`config.mk`:
```
export PLATFORM = sky130hd
export DESIGN_NAME = riffa_tx_arbiter_flat
export DESIGN_NICKNAME = d
export VERILOG_FILES = /design/src/rtl/riffa_tx_arbiter_pkg.sv /design/src/rtl/riffa_tx_arbiter_if.sv /design/src/rtl/riffa_tx_arbiter_rr_arbiter.sv /design/src/rtl/riffa_tx_arbiter.sv /design/src/flat_wrapper.sv
export SDC_FILE = /design/constraint.sdc
export NUM_CORES = 1
export LEC_CHECK = 0
export ABC_AREA = 1
export BUFFER_PORTS_ARGS = -buffer_cell sky130_fd_sc_hd__buf_2
export CAP_MARGIN = 5
export CORE_AREA = 5 5 398 400
export DETAILED_ROUTE_END_ITERATION = 6
export DIE_AREA = 0 0 403 405
export SETUP_SLACK_MARGIN = 0.1
export SLEW_MARGIN = 30
export SYNTH_ARGS = -nofsm -noshare
export SYNTH_HDL_FRONTEND = slang
export SYNTH_SLANG_ARGS = --single-unit
```
`constraint.sdc`:
```
create_clock -name CLK -period 3.9 [get_ports CLK]
set_clock_uncertainty 0.2 [all_clocks]
set_input_delay 0.195 -clock CLK [delete_from_list [all_inputs] [get_ports CLK]]
set_output_delay 0.195 -clock CLK [all_outputs]
set_load 0.02 [all_outputs]
```
`src/rtl/riffa_tx_arbiter_pkg.sv`:
```
// Shared definitions for the RIFFA TX arbiter: channel signal widths, FSM
// state encoding and a constant-foldable ceil(log2) helper.
package riffa_tx_arbiter_pkg;

   localparam int SIG_CHNL_LENGTH_W = 32;
   localparam int SIG_CHNL_OFFSET_W = 31;

   typedef logic [1:0] arb_state_t;

   localparam logic [1:0] ST_IDLE     = 2'd0;
   localparam logic [1:0] ST_WAIT_ACK = 2'd1;
   localparam logic [1:0] ST_DATA     = 2'd2;
   localparam logic [1:0] ST_FIN      = 2'd3;

   function automatic int clog2(input int value);
      int res;
      res = 0;
      for (int i = 0; i < 31; i++) begin
         if ((1 << i) < value) res = i + 1;
      end
      return res;
   endfunction

endpackage

```
`src/rtl/riffa_tx_arbiter_if.sv`:
```
// Requester-side and endpoint-side signal bundle of the RIFFA TX arbiter.
// master = arbiter, slave = requesters plus the riffa channel endpoint.
interface riffa_tx_arbiter_if #(
   parameter int C_NUM_REQ        = 4,
   parameter int C_PCI_DATA_WIDTH = 128,
   parameter int C_LEN_W          = 32,
   parameter int C_OFF_W          = 31
);
   logic [C_NUM_REQ-1:0]                  REQ;
   logic [C_NUM_REQ*C_LEN_W-1:0]          REQ_LEN;
   logic [C_NUM_REQ*C_OFF_W-1:0]          REQ_OFF;
   logic [C_NUM_REQ-1:0]                  REQ_LAST;
   logic [C_NUM_REQ-1:0]                  GNT;
   logic [C_NUM_REQ-1:0]                  DONE;
   logic [C_NUM_REQ*C_PCI_DATA_WIDTH-1:0] REQ_DATA;
   logic [C_NUM_REQ-1:0]                  REQ_DATA_VALID;
   logic [C_NUM_REQ-1:0]                  REQ_DATA_REN;
   logic                                  CHNL_TX_CLK;
   logic                                  CHNL_TX;
   logic                                  CHNL_TX_ACK;
   logic                                  CHNL_TX_LAST;
   logic [C_LEN_W-1:0]                    CHNL_TX_LEN;
   logic [C_OFF_W-1:0]                    CHNL_TX_OFF;
   logic [C_PCI_DATA_WIDTH-1:0]           CHNL_TX_DATA;
   logic                                  CHNL_TX_DATA_VALID;
   logic                                  CHNL_TX_DATA_REN;

   // A data beat moves on every rising CLK where the source's VALID and the
   // sink's REN are both high; VALID never waits for REN, and a source holds
   // its data unchanged until that beat is taken.
   modport master (
      input  REQ, REQ_LEN, REQ_OFF, REQ_LAST, REQ_DATA, REQ_DATA_VALID,
      input  CHNL_TX_ACK, CHNL_TX_DATA_REN,
      output GNT, DONE, REQ_DATA_REN,
      output CHNL_TX_CLK, CHNL_TX, CHNL_TX_LAST, CHNL_TX_LEN, CHNL_TX_OFF,
      output CHNL_TX_DATA, CHNL_TX_DATA_VALID
   );

   modport slave (
      output REQ, REQ_LEN, REQ_OFF, REQ_LAST, REQ_DATA, REQ_DATA_VALID,
      output CHNL_TX_ACK, CHNL_TX_DATA_REN,
      input  GNT, DONE, REQ_DATA_REN,
      input  CHNL_TX_CLK, CHNL_TX, CHNL_TX_LAST, CHNL_TX_LEN, CHNL_TX_OFF,
      input  CHNL_TX_DATA, CHNL_TX_DATA_VALID
   );

endinterface

```
`src/rtl/riffa_tx_arbiter_rr_arbiter.sv`:
```
// Combinational round-robin picker: first set request strictly after ptr,
// wrapping, returned as one-hot and as an index. Shared with the RX side.
module rr_arbiter #(
   parameter int N  = 4,
   parameter int PW = 2
) (
   input  logic [N-1:0]  req,
   input  logic [PW-1:0] ptr,
   output logic [N-1:0]  gnt,
   output logic [PW-1:0] idx,
   output logic          any
);

   always_comb begin
      int j;
      gnt = '0;
      idx = '0;
      any = 1'b0;
      j   = 0;
      for (int i = 1; i <= N; i++) begin
         j = int'(ptr) + i;
         if (j >= N) j = j - N;
         if (!any && req[j]) begin
            any    = 1'b1;
            gnt[j] = 1'b1;
            idx    = PW'(j);
         end
      end
   end

endmodule

```
`src/rtl/riffa_tx_arbiter.sv`:
```
// Round-robin share of one RIFFA TX channel among C_NUM_REQ requesters.
// Define RIFFA_TX_ARB_STATS_EN to add per-requester beat counters (STAT_BEATS).
module riffa_tx_arbiter
   import riffa_tx_arbiter_pkg::*;
#(
   parameter int C_NUM_REQ        = 4,
   parameter int C_PCI_DATA_WIDTH = 128,
   parameter int C_LEN_W          = SIG_CHNL_LENGTH_W,
   parameter int C_OFF_W          = SIG_CHNL_OFFSET_W
) (
   input  logic                   CLK,
   input  logic                   RST_N,
   riffa_tx_arbiter_if.master     bus,
   output logic [1:0]             DBG_STATE,
   output logic [C_LEN_W-1:0]     DBG_BEATS
`ifdef RIFFA_TX_ARB_STATS_EN
   ,
   output logic [C_NUM_REQ*32-1:0] STAT_BEATS
`endif
);

   localparam int WPB     = C_PCI_DATA_WIDTH / 32;
   localparam int LOG_WPB = clog2(WPB);
   localparam int PW      = (C_NUM_REQ > 1) ? clog2(C_NUM_REQ) : 1;
   localparam logic [C_LEN_W-1:0] ONE_BEAT = C_LEN_W'(1);

   arb_state_t            state;
   logic [PW-1:0]         ptr;
   logic [PW-1:0]         win;
   logic [C_LEN_W-1:0]    beats_left;
   logic [C_NUM_REQ-1:0]  gnt_q;
   logic [C_NUM_REQ-1:0]  done_q;
   logic                  tx_q;
   logic                  last_q;
   logic [C_LEN_W-1:0]    len_q;
   logic [C_OFF_W-1:0]    off_q;

   logic [C_NUM_REQ-1:0]  arb_gnt;
   logic [PW-1:0]         arb_idx;
   logic                  arb_any;
   logic [C_LEN_W-1:0]    sel_len;
   logic [C_OFF_W-1:0]    sel_off;
   logic [C_LEN_W:0]      len_sum;
   logic [C_LEN_W:0]      len_shift;
   logic [C_LEN_W-1:0]    beat_load;
   logic                  unused_len_msb;
   logic                  hs;
   logic                  finish;
   logic [C_NUM_REQ-1:0]  ren;

   rr_arbiter #(.N(C_NUM_REQ), .PW(PW)) u_rr (
      .req (bus.REQ),
      .ptr (ptr),
      .gnt (arb_gnt),
      .idx (arb_idx),
      .any (arb_any)
   );

   assign sel_len = bus.REQ_LEN[arb_idx*C_LEN_W +: C_LEN_W];
   assign sel_off = bus.REQ_OFF[arb_idx*C_OFF_W +: C_OFF_W];

   // One spare bit keeps LEN=all-ones from wrapping before the shift.
   assign len_sum        = {1'b0, sel_len} + (C_LEN_W+1)'(WPB - 1);
   assign len_shift      = len_sum >> LOG_WPB;
   assign beat_load      = len_shift[C_LEN_W-1:0];
   assign unused_len_msb = len_shift[C_LEN_W];

   assign hs     = (state == ST_DATA) && bus.REQ_DATA_VALID[win] && bus.CHNL_TX_DATA_REN;
   assign finish = ((state == ST_WAIT_ACK) && bus.CHNL_TX_ACK && (beats_left == '0)) ||
                   (hs && (beats_left == ONE_BEAT));

   always_ff @(posedge CLK or negedge RST_N) begin
      if (!RST_N) begin
         state      <= ST_IDLE;
         ptr        <= PW'(C_NUM_REQ - 1);
         win        <= '0;
         beats_left <= '0;
         gnt_q      <= '0;
         done_q     <= '0;
         tx_q       <= 1'b0;
         last_q     <= 1'b0;
         len_q      <= '0;
         off_q      <= '0;
      end else begin
         done_q <= '0;
         case (state)
            ST_IDLE: begin
               if (arb_any) begin
                  state      <= ST_WAIT_ACK;
                  gnt_q      <= arb_gnt;
                  ptr        <= arb_idx;
                  win        <= arb_idx;
                  len_q      <= sel_len;
                  off_q      <= sel_off;
                  last_q     <= bus.REQ_LAST[arb_idx];
                  beats_left <= beat_load;
                  tx_q       <= 1'b1;
               end
            end
            ST_WAIT_ACK: begin
               if (bus.CHNL_TX_ACK) state <= ST_DATA;
            end
            ST_DATA: begin
               if (hs) beats_left <= beats_left - ONE_BEAT;
            end
            ST_FIN:  state <= ST_IDLE;
            default: state <= ST_IDLE;
         endcase
         // FIN drops the channel and grant for one cycle while DONE pulses.
         if (finish) begin
            state  <= ST_FIN;
            tx_q   <= 1'b0;
            gnt_q  <= '0;
            done_q <= gnt_q;
         end
      end
   end

   always_comb begin
      ren = '0;
      if (state == ST_DATA) ren[win] = bus.CHNL_TX_DATA_REN;
   end

   assign bus.CHNL_TX_CLK        = CLK;
   assign bus.CHNL_TX            = tx_q;
   assign bus.CHNL_TX_LAST       = last_q;
   assign bus.CHNL_TX_LEN        = len_q;
   assign bus.CHNL_TX_OFF        = off_q;
   assign bus.GNT                = gnt_q;
   assign bus.DONE               = done_q;
   assign bus.REQ_DATA_REN       = ren;
   assign bus.CHNL_TX_DATA       = bus.REQ_DATA[win*C_PCI_DATA_WIDTH +: C_PCI_DATA_WIDTH];
   assign bus.CHNL_TX_DATA_VALID = (state == ST_DATA) && bus.REQ_DATA_VALID[win];

   assign DBG_STATE = state;
   assign DBG_BEATS = beats_left;

`ifdef RIFFA_TX_ARB_STATS_EN
   for (genvar r = 0; r < C_NUM_REQ; r++) begin : g_stat
      logic [31:0] cnt;
      always_ff @(posedge CLK or negedge RST_N) begin
         if (!RST_N) cnt <= '0;
         else if (hs && (win == PW'(r)) && (cnt != '1)) cnt <= cnt + 32'd1;
      end
      assign STAT_BEATS[r*32 +: 32] = cnt;
   end
`endif

endmodule

```
`src/flat_wrapper.sv`:
```
// flat-port wrapper written by rule: the top's interface ports become plain ports
module riffa_tx_arbiter_flat import riffa_tx_arbiter_pkg::*;
#(
   parameter int C_NUM_REQ        = 4,
   parameter int C_PCI_DATA_WIDTH = 128,
   parameter int C_LEN_W          = SIG_CHNL_LENGTH_W,
   parameter int C_OFF_W          = SIG_CHNL_OFFSET_W
)
  (CLK, RST_N, DBG_STATE, DBG_BEATS, bus_REQ, bus_REQ_LEN, bus_REQ_OFF, bus_REQ_LAST, bus_REQ_DATA, bus_REQ_DATA_VALID, bus_CHNL_TX_ACK, bus_CHNL_TX_DATA_REN, bus_GNT, bus_DONE, bus_REQ_DATA_REN, bus_CHNL_TX_CLK, bus_CHNL_TX, bus_CHNL_TX_LAST, bus_CHNL_TX_LEN, bus_CHNL_TX_OFF, bus_CHNL_TX_DATA, bus_CHNL_TX_DATA_VALID);
  riffa_tx_arbiter_if #(.C_NUM_REQ(C_NUM_REQ), .C_PCI_DATA_WIDTH(C_PCI_DATA_WIDTH), .C_LEN_W(C_LEN_W), .C_OFF_W(C_OFF_W)) bus_i ();
  input  logic CLK;
  input  logic RST_N;
  output logic [1:0] DBG_STATE;
  output logic [C_LEN_W-1:0] DBG_BEATS;
  input wire logic [$bits(bus_i.REQ)-1:0] bus_REQ;
  input wire logic [$bits(bus_i.REQ_LEN)-1:0] bus_REQ_LEN;
  input wire logic [$bits(bus_i.REQ_OFF)-1:0] bus_REQ_OFF;
  input wire logic [$bits(bus_i.REQ_LAST)-1:0] bus_REQ_LAST;
  input wire logic [$bits(bus_i.REQ_DATA)-1:0] bus_REQ_DATA;
  input wire logic [$bits(bus_i.REQ_DATA_VALID)-1:0] bus_REQ_DATA_VALID;
  input wire logic [$bits(bus_i.CHNL_TX_ACK)-1:0] bus_CHNL_TX_ACK;
  input wire logic [$bits(bus_i.CHNL_TX_DATA_REN)-1:0] bus_CHNL_TX_DATA_REN;
  output wire logic [$bits(bus_i.GNT)-1:0] bus_GNT;
  output wire logic [$bits(bus_i.DONE)-1:0] bus_DONE;
  output wire logic [$bits(bus_i.REQ_DATA_REN)-1:0] bus_REQ_DATA_REN;
  output wire logic [$bits(bus_i.CHNL_TX_CLK)-1:0] bus_CHNL_TX_CLK;
  output wire logic [$bits(bus_i.CHNL_TX)-1:0] bus_CHNL_TX;
  output wire logic [$bits(bus_i.CHNL_TX_LAST)-1:0] bus_CHNL_TX_LAST;
  output wire logic [$bits(bus_i.CHNL_TX_LEN)-1:0] bus_CHNL_TX_LEN;
  output wire logic [$bits(bus_i.CHNL_TX_OFF)-1:0] bus_CHNL_TX_OFF;
  output wire logic [$bits(bus_i.CHNL_TX_DATA)-1:0] bus_CHNL_TX_DATA;
  output wire logic [$bits(bus_i.CHNL_TX_DATA_VALID)-1:0] bus_CHNL_TX_DATA_VALID;
  assign bus_i.REQ = bus_REQ;
  assign bus_i.REQ_LEN = bus_REQ_LEN;
  assign bus_i.REQ_OFF = bus_REQ_OFF;
  assign bus_i.REQ_LAST = bus_REQ_LAST;
  assign bus_i.REQ_DATA = bus_REQ_DATA;
  assign bus_i.REQ_DATA_VALID = bus_REQ_DATA_VALID;
  assign bus_i.CHNL_TX_ACK = bus_CHNL_TX_ACK;
  assign bus_i.CHNL_TX_DATA_REN = bus_CHNL_TX_DATA_REN;
  assign bus_GNT = bus_i.GNT;
  assign bus_DONE = bus_i.DONE;
  assign bus_REQ_DATA_REN = bus_i.REQ_DATA_REN;
  assign bus_CHNL_TX_CLK = bus_i.CHNL_TX_CLK;
  assign bus_CHNL_TX = bus_i.CHNL_TX;
  assign bus_CHNL_TX_LAST = bus_i.CHNL_TX_LAST;
  assign bus_CHNL_TX_LEN = bus_i.CHNL_TX_LEN;
  assign bus_CHNL_TX_OFF = bus_i.CHNL_TX_OFF;
  assign bus_CHNL_TX_DATA = bus_i.CHNL_TX_DATA;
  assign bus_CHNL_TX_DATA_VALID = bus_i.CHNL_TX_DATA_VALID;
  riffa_tx_arbiter #(.C_NUM_REQ(C_NUM_REQ), .C_PCI_DATA_WIDTH(C_PCI_DATA_WIDTH), .C_LEN_W(C_LEN_W), .C_OFF_W(C_OFF_W)) u_core (.CLK(CLK), .RST_N(RST_N), .bus(bus_i), .DBG_STATE(DBG_STATE), .DBG_BEATS(DBG_BEATS));
endmodule
```
==> flow_metrics.tcl, run 1 <==
set metrics [dict create \
    power_density_nw_per_um2 1338 \
    cts.reportedPaths.clkPinSlew_ps 100 \
    post_synth_inst_count 2025 \
    hold_path.startpoint "bus_REQ_OFF[119]" \
    stage_delay_of_the_slowest_cell_on_the_critical_path_ps 910 \
    number_of_buffer_and_inverter_instances_along_the_worst_setup_path 4 \
    yosys.area_share.adder 0.008165 \
    place.port_buffers 1020 \
    yosysWarnings 0 \
    worst_skew_pair.late_latency_ps 540 \
    die_height_um 405 \
    worst_ep_required_time_ps 3500 \
    cellLeakagePower_uw 0.01104 \
    postSynthAreaPerCell_um2 6.054 \
    critical-path-top-delay-family "buffers and inverters" \
    final_layout_size_suffix_gt1_frac 0.3937 \
    crit_path_start_kind "flip-flop" \
    start_util 0.07912 \
    worstReg2RegEnd "u_core.bus.CHNL_TX_LAST" \
    final-hold-violation-count 0 \
    first_global_vias 19820 \
    hold_end "u_core.bus.CHNL_TX_OFF[26]" \
    route.detailed.vias_per_inst 4.008 \
    critical_path.max_fanout 82 \
    regToRegStartpoint "u_core.ptr[1]" \
    firstDrtPassIters 5 \
    fin_total_pwr_uw 29840 \
    global_route_wire_length_before_repair_mm 219.4 \
    multi_input_comb_area_um2 8210 \
    timing.setup.tns_ps 0 \
    main_combinational_cell_family_by_area_after_synthesis "simple AND/OR/NAND/NOR gates" \
    synthFlopType "dfrtp_1" \
    final-seq-area_um2 2780 \
    place_hpwl_mm 158.5 \
    xor_xnor_share_of_the_synthesized_area 0.01143 \
    boundaryPins 1021 \
    reg2regPathDepth 15 \
    synth_simple_gate_area_share 0.3779 \
    grt_max_degree 83 \
    number_of_maximum_capacitance_constraint_violations 0 \
    timing_worst_slew_pin_value_ps 1169 \
    synthMuxAreaShare 0 \
    tritoncts "built" \
    track_usage 0.2072 \
    worst-endpoint-arrival_ps 3330 \
    postSynth.asyncResetShare 1.000 \
    max_slew_margin 0.2203 \
    setup_viol_count_final 0 \
    cp_cell_sequence "inv_1 -> nor2_4 -> buf_12 -> buf_4 -> a22oi_1 -> nand2_1 -> buf_2" \
    status "completed" \
    slew_violations 0 \
    timing_worst_setup_path_type "reg2out" \
    antenna_violations_before_repair 195 \
    synth-seq-cells 111 \
    critical-path-slowest-cell "a22oi_1" \
    placeableCoreArea_um2 154900 \
    slack_of_the_worst_reg_to_reg_path_ps 240 \
    syn_nets 2813 \
    timing.critical_path.to_type "output port" \
    layout.nets 3925 \
    synth_enable_flop_cells 0 \
    dr.first_iter.drc_count 2097 \
    clock.fmax_mhz 268.3 \
    gp_congestion 0.9880 \
    postRouteWirelength_mm 179.8 \
    synthesis.area_um2 12260 \
    post_synth_num_cell_types 44 \
    holdPathStages 5 \
    vias 21200 \
    fill_cells 18290 \
    drc 0 \
    globalRouteOverflowTotal 0 \
    worst_ir_drop_vdd_uv 647.7 \
    final.period_utilization 0.9559 \
    hold_path.class "in2reg" \
    synth_compound_area_frac 0.2597 \
    area.growth.synth_to_final_pct 81.94 \
    die_w_um 403 \
    drtAntennaViolNets 0 \
    final.min_clock_period_ps 3728 \
    core.rowCount 145 \
    total_die_area_um2 163200 \
    routedWlPerCell_um 33.99 \
    unrepaired_setup_endpoints_after_global_routing "true" \
    synth.yosys.seq_area_share 0.2268 \
]
how the worst max path moves through the flow:
stage                             start                          to  slack [ps]  cells after the start
finish                    u_core.win[1]       bus_CHNL_TX_DATA[111]         170                      7
global route        u_core.DBG_BEATS[0]           u_core.bus.GNT[2]          90                     14
detailed placement        u_core.ptr[0]        u_core.DBG_BEATS[16]          80                     20
global placement    u_core.DBG_BEATS[0]          u_core.bus.DONE[1]         100                     13
floorplan                 u_core.ptr[0]        u_core.DBG_BEATS[16]         740                     22
CTS                       u_core.ptr[0]  u_core.bus.CHNL_TX_OFF[24]         130                     13
worst register-to-register path, cell delays in order, from the launching register on:
cell	delay (ps)
dfstp_2	540
inv_1	80
ha_4	310
inv_1	90
nand3_1	90
nand2_1	80
a21oi_1	180
nand2_2	150
nand3_4	130
buf_6	230
inv_2	120
buf_12	170
or2_2	420
o211ai_1	100
dlygate4sd3_1	580
a31oi_1	70
logic make-up after synthesis:
kind of cell	Yosys count
AND/OR/NAND/NOR	1071
AO/OA/AOI/OAI	479
XOR/XNOR	16
buffers and inverters	340
flip-flops	111
adder cells (fa/ha/maj)	8
layer usage:
layer  up-vias  share of wire  track usage
li1       9210              -            -
met1     10130           0.39       0.2474
met2      1463           0.45       0.3302
met3       353           0.12      0.09023
met4        46          0.043      0.07497
met5         -         0.0015            0
registers in the layout, summed over array words and instances (netlist names), 2 cells and up:
| register | cells |
|---|---|
| u_core.win | 2 |
| u_core.bus.CHNL_TX_OFF | 31 |
| u_core.DBG_STATE | 2 |
| u_core.ptr | 2 |
| u_core.DBG_BEATS | 32 |
| u_core.bus.CHNL_TX_LEN | 32 |
| u_core.bus.GNT | 4 |
| u_core.bus.DONE | 4 |
what timing repair did:
action | in CTS | in global routing
resized for setup | 3 | 31
endpoints found under the hold margin | 113 | 32
endpoints found under the setup margin | 7 | 49
pin swaps | 1 | 5
setup buffers | 3 | 9
gates cloned | 0 | 3
hold buffers | 128 | 1
cell type report:
type                            instances  share of cell area
Clock inverter                          7            0.004095
Antenna cell                           90             0.01010
Timing Repair Buffer                 1239              0.3302
Tap cell                             2058              0.1154
Multi-Input combinational cell       1574              0.3681
Inverter                              198             0.03371
Sequential cell                       111              0.1246
Clock buffer                           13             0.01369
Yosys cell counts (8+ instances only):
cell type / number / area, um2
nor2_2: 8 / 50.05
inv_2: 8 / 30.03
nand4_1: 72 / 450.4
dfrtp_1: 109 / 2728
nand2_1: 575 / 2158
nand2_2: 18 / 112.6
buf_6: 8 / 90.09
nor2_1: 196 / 735.7
or2_2: 23 / 143.9
o22ai_1: 8 / 50.05
a31oi_1: 39 / 244.0
o21ai_0: 98 / 490.5
ha_1: 8 / 100.1
inv_1: 187 / 701.9
nand3_1: 151 / 755.7
o211ai_1: 19 / 142.6
buf_2: 30 / 150.1
a21oi_1: 47 / 235.2
nor3_1: 11 / 55.05
o21bai_1: 19 / 142.6
buf_4: 12 / 90.09
a22oi_1: 217 / 1629
o21a_1: 14 / 105.1
xor2_1: 10 / 87.58
clkbuf_1: 86 / 322.8
cell usage in the layout, fill, tap and decap left out, drive strengths merged, types with 8 or more instances in the layout:
cell         Yosys  routed
diode            0      90
a21oi           48      48
o21bai          19      19
o211ai          19      19
nor3            11      11
o22ai            8       8
nand4           72      72
o21ai          107     107
xor2            10      10
buf             56    1108
a31oi           39      39
dfrtp          109     109
nand3          155     155
o21a            14      14
or2             23      23
dlygate4sd3      0     129
nor2           207     207
a22oi          217     217
clkbuf          86      15
nand2          598     598
ha               8       8
inv            196     199
where the power goes:
group	total (uW)	internal, uW	switching [uW]
Clock	1290	606	685
Combinational	26200	8200	18000
Sequential	2370	1780	587
Total	29800	10600	19200
through the flow:
stage          hold WS, ps  utilization  setup WS (ps)  cell area (um2)  std cells
3_5_place_dp         129.3       0.1294          81.63            20050       5036
6_report             26.95       0.1440          172.1            22300       5290
5_1_grt              42.18       0.1435          89.78            22240       5264
4_1_cts             0.9679       0.1405          129.5            21770       5186
3_3_place_gp         129.3       0.1294          101.8            20050       5036
2_1_floorplan       -300.6            -          737.8            12260       2025
No activity file was read; power rests on OpenSTA's default activity.
==> run 2, diff against run 1 <==
Settings changed: SLEW_MARGIN 30 to unset.
Clock period 3.9 ns to 3.3 ns, I/O delays scaled along.
==> run 2 against run 1 <==
Net effect: the run now ends with negative hold slack, negative setup slack left; worst setup slack got worse by 340 ps; largest power group unchanged; clock power rose by 19%; largest cell class is now non-clock buffers; die area did not move; combinational power rose by 37%; register-to-register slack got worse by 410 ps.
==> flow_metrics.tcl, run 2 (synthesis gave the netlist of run 1 again) <==
set metrics [dict create \
    status "finished with violations" \
    violations "negative hold slack, negative setup slack" \
    final-hold-violation-count 1 \
    total_die_area_um2 163200 \
    globalRouteOverflowTotal 0 \
    area.growth.synth_to_final_pct 95.93 \
    critical_path.max_fanout 18 \
    die_height_um 405 \
    worst_ep_required_time_ps 3570 \
    final_critical_path_setup_slack_ps -168.5 \
    core.rowCount 145 \
    share_seq_of_total_power 0.068 \
    timing_worst_setup_path_type "reg2reg" \
    maxUsedRoutingLayer "met5" \
    dr.first_iter.drc_count 2271 \
    number_of_maximum_capacitance_constraint_violations 0 \
    worst_hold_slack_ps -47.47 \
    slack_of_the_worst_reg_to_reg_path_ps -170 \
    unrepaired_setup_endpoints_after_global_routing "true" \
    die_w_um 403 \
    clkPwrFrac 0.038 \
    first_global_vias 20720 \
    met1Wirelength_mm 73.09 \
    layout.nets 4067 \
    mostFrequentLayoutCells "1019 x buf_2, 520 x nand2_1, 211 x a22oi_1" \
    vias 21700 \
    start_util 0.07912 \
    boundaryPins 1021 \
    global_route_wire_length_before_repair_mm 223.2 \
    antenna_violations_before_repair 188 \
    critPathLaunch "u_core.ptr[0]" \
    setup_viol_count_final 20 \
    switching_power_uw 24680 \
    final.min_clock_period_ps 3468 \
    hold_path.startpoint "bus_REQ_OFF[116]" \
    max_slew_margin 0.4084 \
    timing_worst_slew_pin_value_ps 887.3 \
    routedWlPerCell_um 33.55 \
    pre_cts_ws_ps -411.0 \
    firstDrtPassIters 6 \
    drc 0 \
    grt_max_degree 76 \
    power_density_nw_per_um2 1675 \
    power_report.internal_total_uw 15560 \
    cts.reportedPaths.clkPinSlew_ps 110 \
    regToRegStartpoint "u_core.ptr[0]" \
    tritoncts "built" \
    track_usage 0.2104 \
    cellLeakagePower_uw 0.01193 \
    worst_ir_drop_vdd_uv 859.5 \
    p_sw_frac 0.6132 \
    slew_violations 0 \
    clock.fmax_mhz 288.3 \
    drtAntennaViolNets 0 \
    route.detailed.vias_per_inst 3.996 \
    wl_met3_mm 19.24 \
    place_hpwl_mm 159.8 \
    final.period_utilization 1.051 \
    place.port_buffers 1020 \
    worst-endpoint-arrival_ps 3740 \
    final_layout_size_suffix_gt1_frac 0.4458 \
    final_common_cell "buf_2" \
    crit_path_start_kind "flip-flop" \
    post-route-util 0.1550 \
    fill_cells 18180 \
    detailroute.wirelength.met2_mm 80.79 \
    hold_path.class "in2reg" \
    postRouteWirelength_mm 182.2 \
    timing.critical_path.to_type "flip-flop" \
    worst_skew_pair.late_latency_ps 540 \
    placeableCoreArea_um2 154900 \
    power_frac_comb 0.894 \
    gp_congestion 0.9689 \
]
==> run 2: worst paths after layout <==
| path | to | cells past startpoint |
|---|---|---|
| max | u_core.DBG_BEATS[14] | 21 |
| min | u_core.bus.CHNL_TX_OFF[23] | 4 |
| max reg2reg | u_core.DBG_BEATS[14] | 21 |
| min reg2reg | u_core.bus.CHNL_TX | 2 |
| max in group asynchronous | u_core.bus.CHNL_TX_OFF[28] | 4 |
| min in group asynchronous | u_core.ptr[1] | 3 |
==> run 2: what timing repair did <==
action / in CTS / in global routing
gates cloned: 5 / 2
buffers inserted: 16 / 5
resized for setup: 116 / 53
endpoints found under the setup margin: 71 / 77
pin swaps: 18 / 3
hold endpoints to repair: 153 / 1
hold buffers: 138 / 1
==> run 2: metrics by stage <==
step,instance area (um2),cells,total power [uW],TNS (ps)
after floorplan,12260,2025,18240,0
after global placement,21050,5156,34150,-8300
after detailed placement,21050,5156,34200,-10210
after CTS,23520,5334,39260,-361.4
after global routing,23950,5405,42830,-5796
final,24020,5431,40240,-1284
==> run 2: routing by layer <==
metal	up-vias	track usage
met2	1420	0.3334
met5	-	0
met4	36	0.07910
met3	383	0.08975
met1	10370	0.2528
li1	9498	-
==> run 2: cell type report <==
type / instances / area [um2] / area share
clock buffer: 13 / 305.3 / 0.01271
clock inverter: 7 / 98.84 / 0.004115
antenna: 89 / 222.7 / 0.009272
tap: 2058 / 2575 / 0.1072
inverter: 198 / 759.5 / 0.03162
sequential: 111 / 2780 / 0.1157
timing repair buffer: 1381 / 8685 / 0.3616
multi-input combinational: 1574 / 8593 / 0.3578
==> run 2: critical path, cell delays in order, from the launching register on <==
cell and delay (ps):
dfstp_2 570, inv_4 50, ha_4 290, inv_2 70
nand2_4 90, nand2_4 80, nor2_8 150, nand2_2 110
nor2_2 140, a21oi_4 50, buf_12 150, buf_12 150
buf_4 140, nand2_1 50, nand2_1 120, nor2_2 190
nand2_1 110, nor2_4 150, nand2_1 100, xor2_1 170
nand2_1 80, a21oi_1 170
==> run 2: power groups by stage <==
| stage | Sequential (uW) | Clock (uW) | Combinational (uW) |
|---|---|---|---|
| 2_1_floorplan | 3330 | 35.4 | 14900 |
| 3_3_place_gp | 2740 | 28.3 | 31400 |
| 3_5_place_dp | 2740 | 28.3 | 31400 |
| 4_1_cts | 2730 | 1600 | 34900 |
| 5_1_grt | 2830 | 1630 | 38400 |
| 6_report | 2750 | 1530 | 36000 |
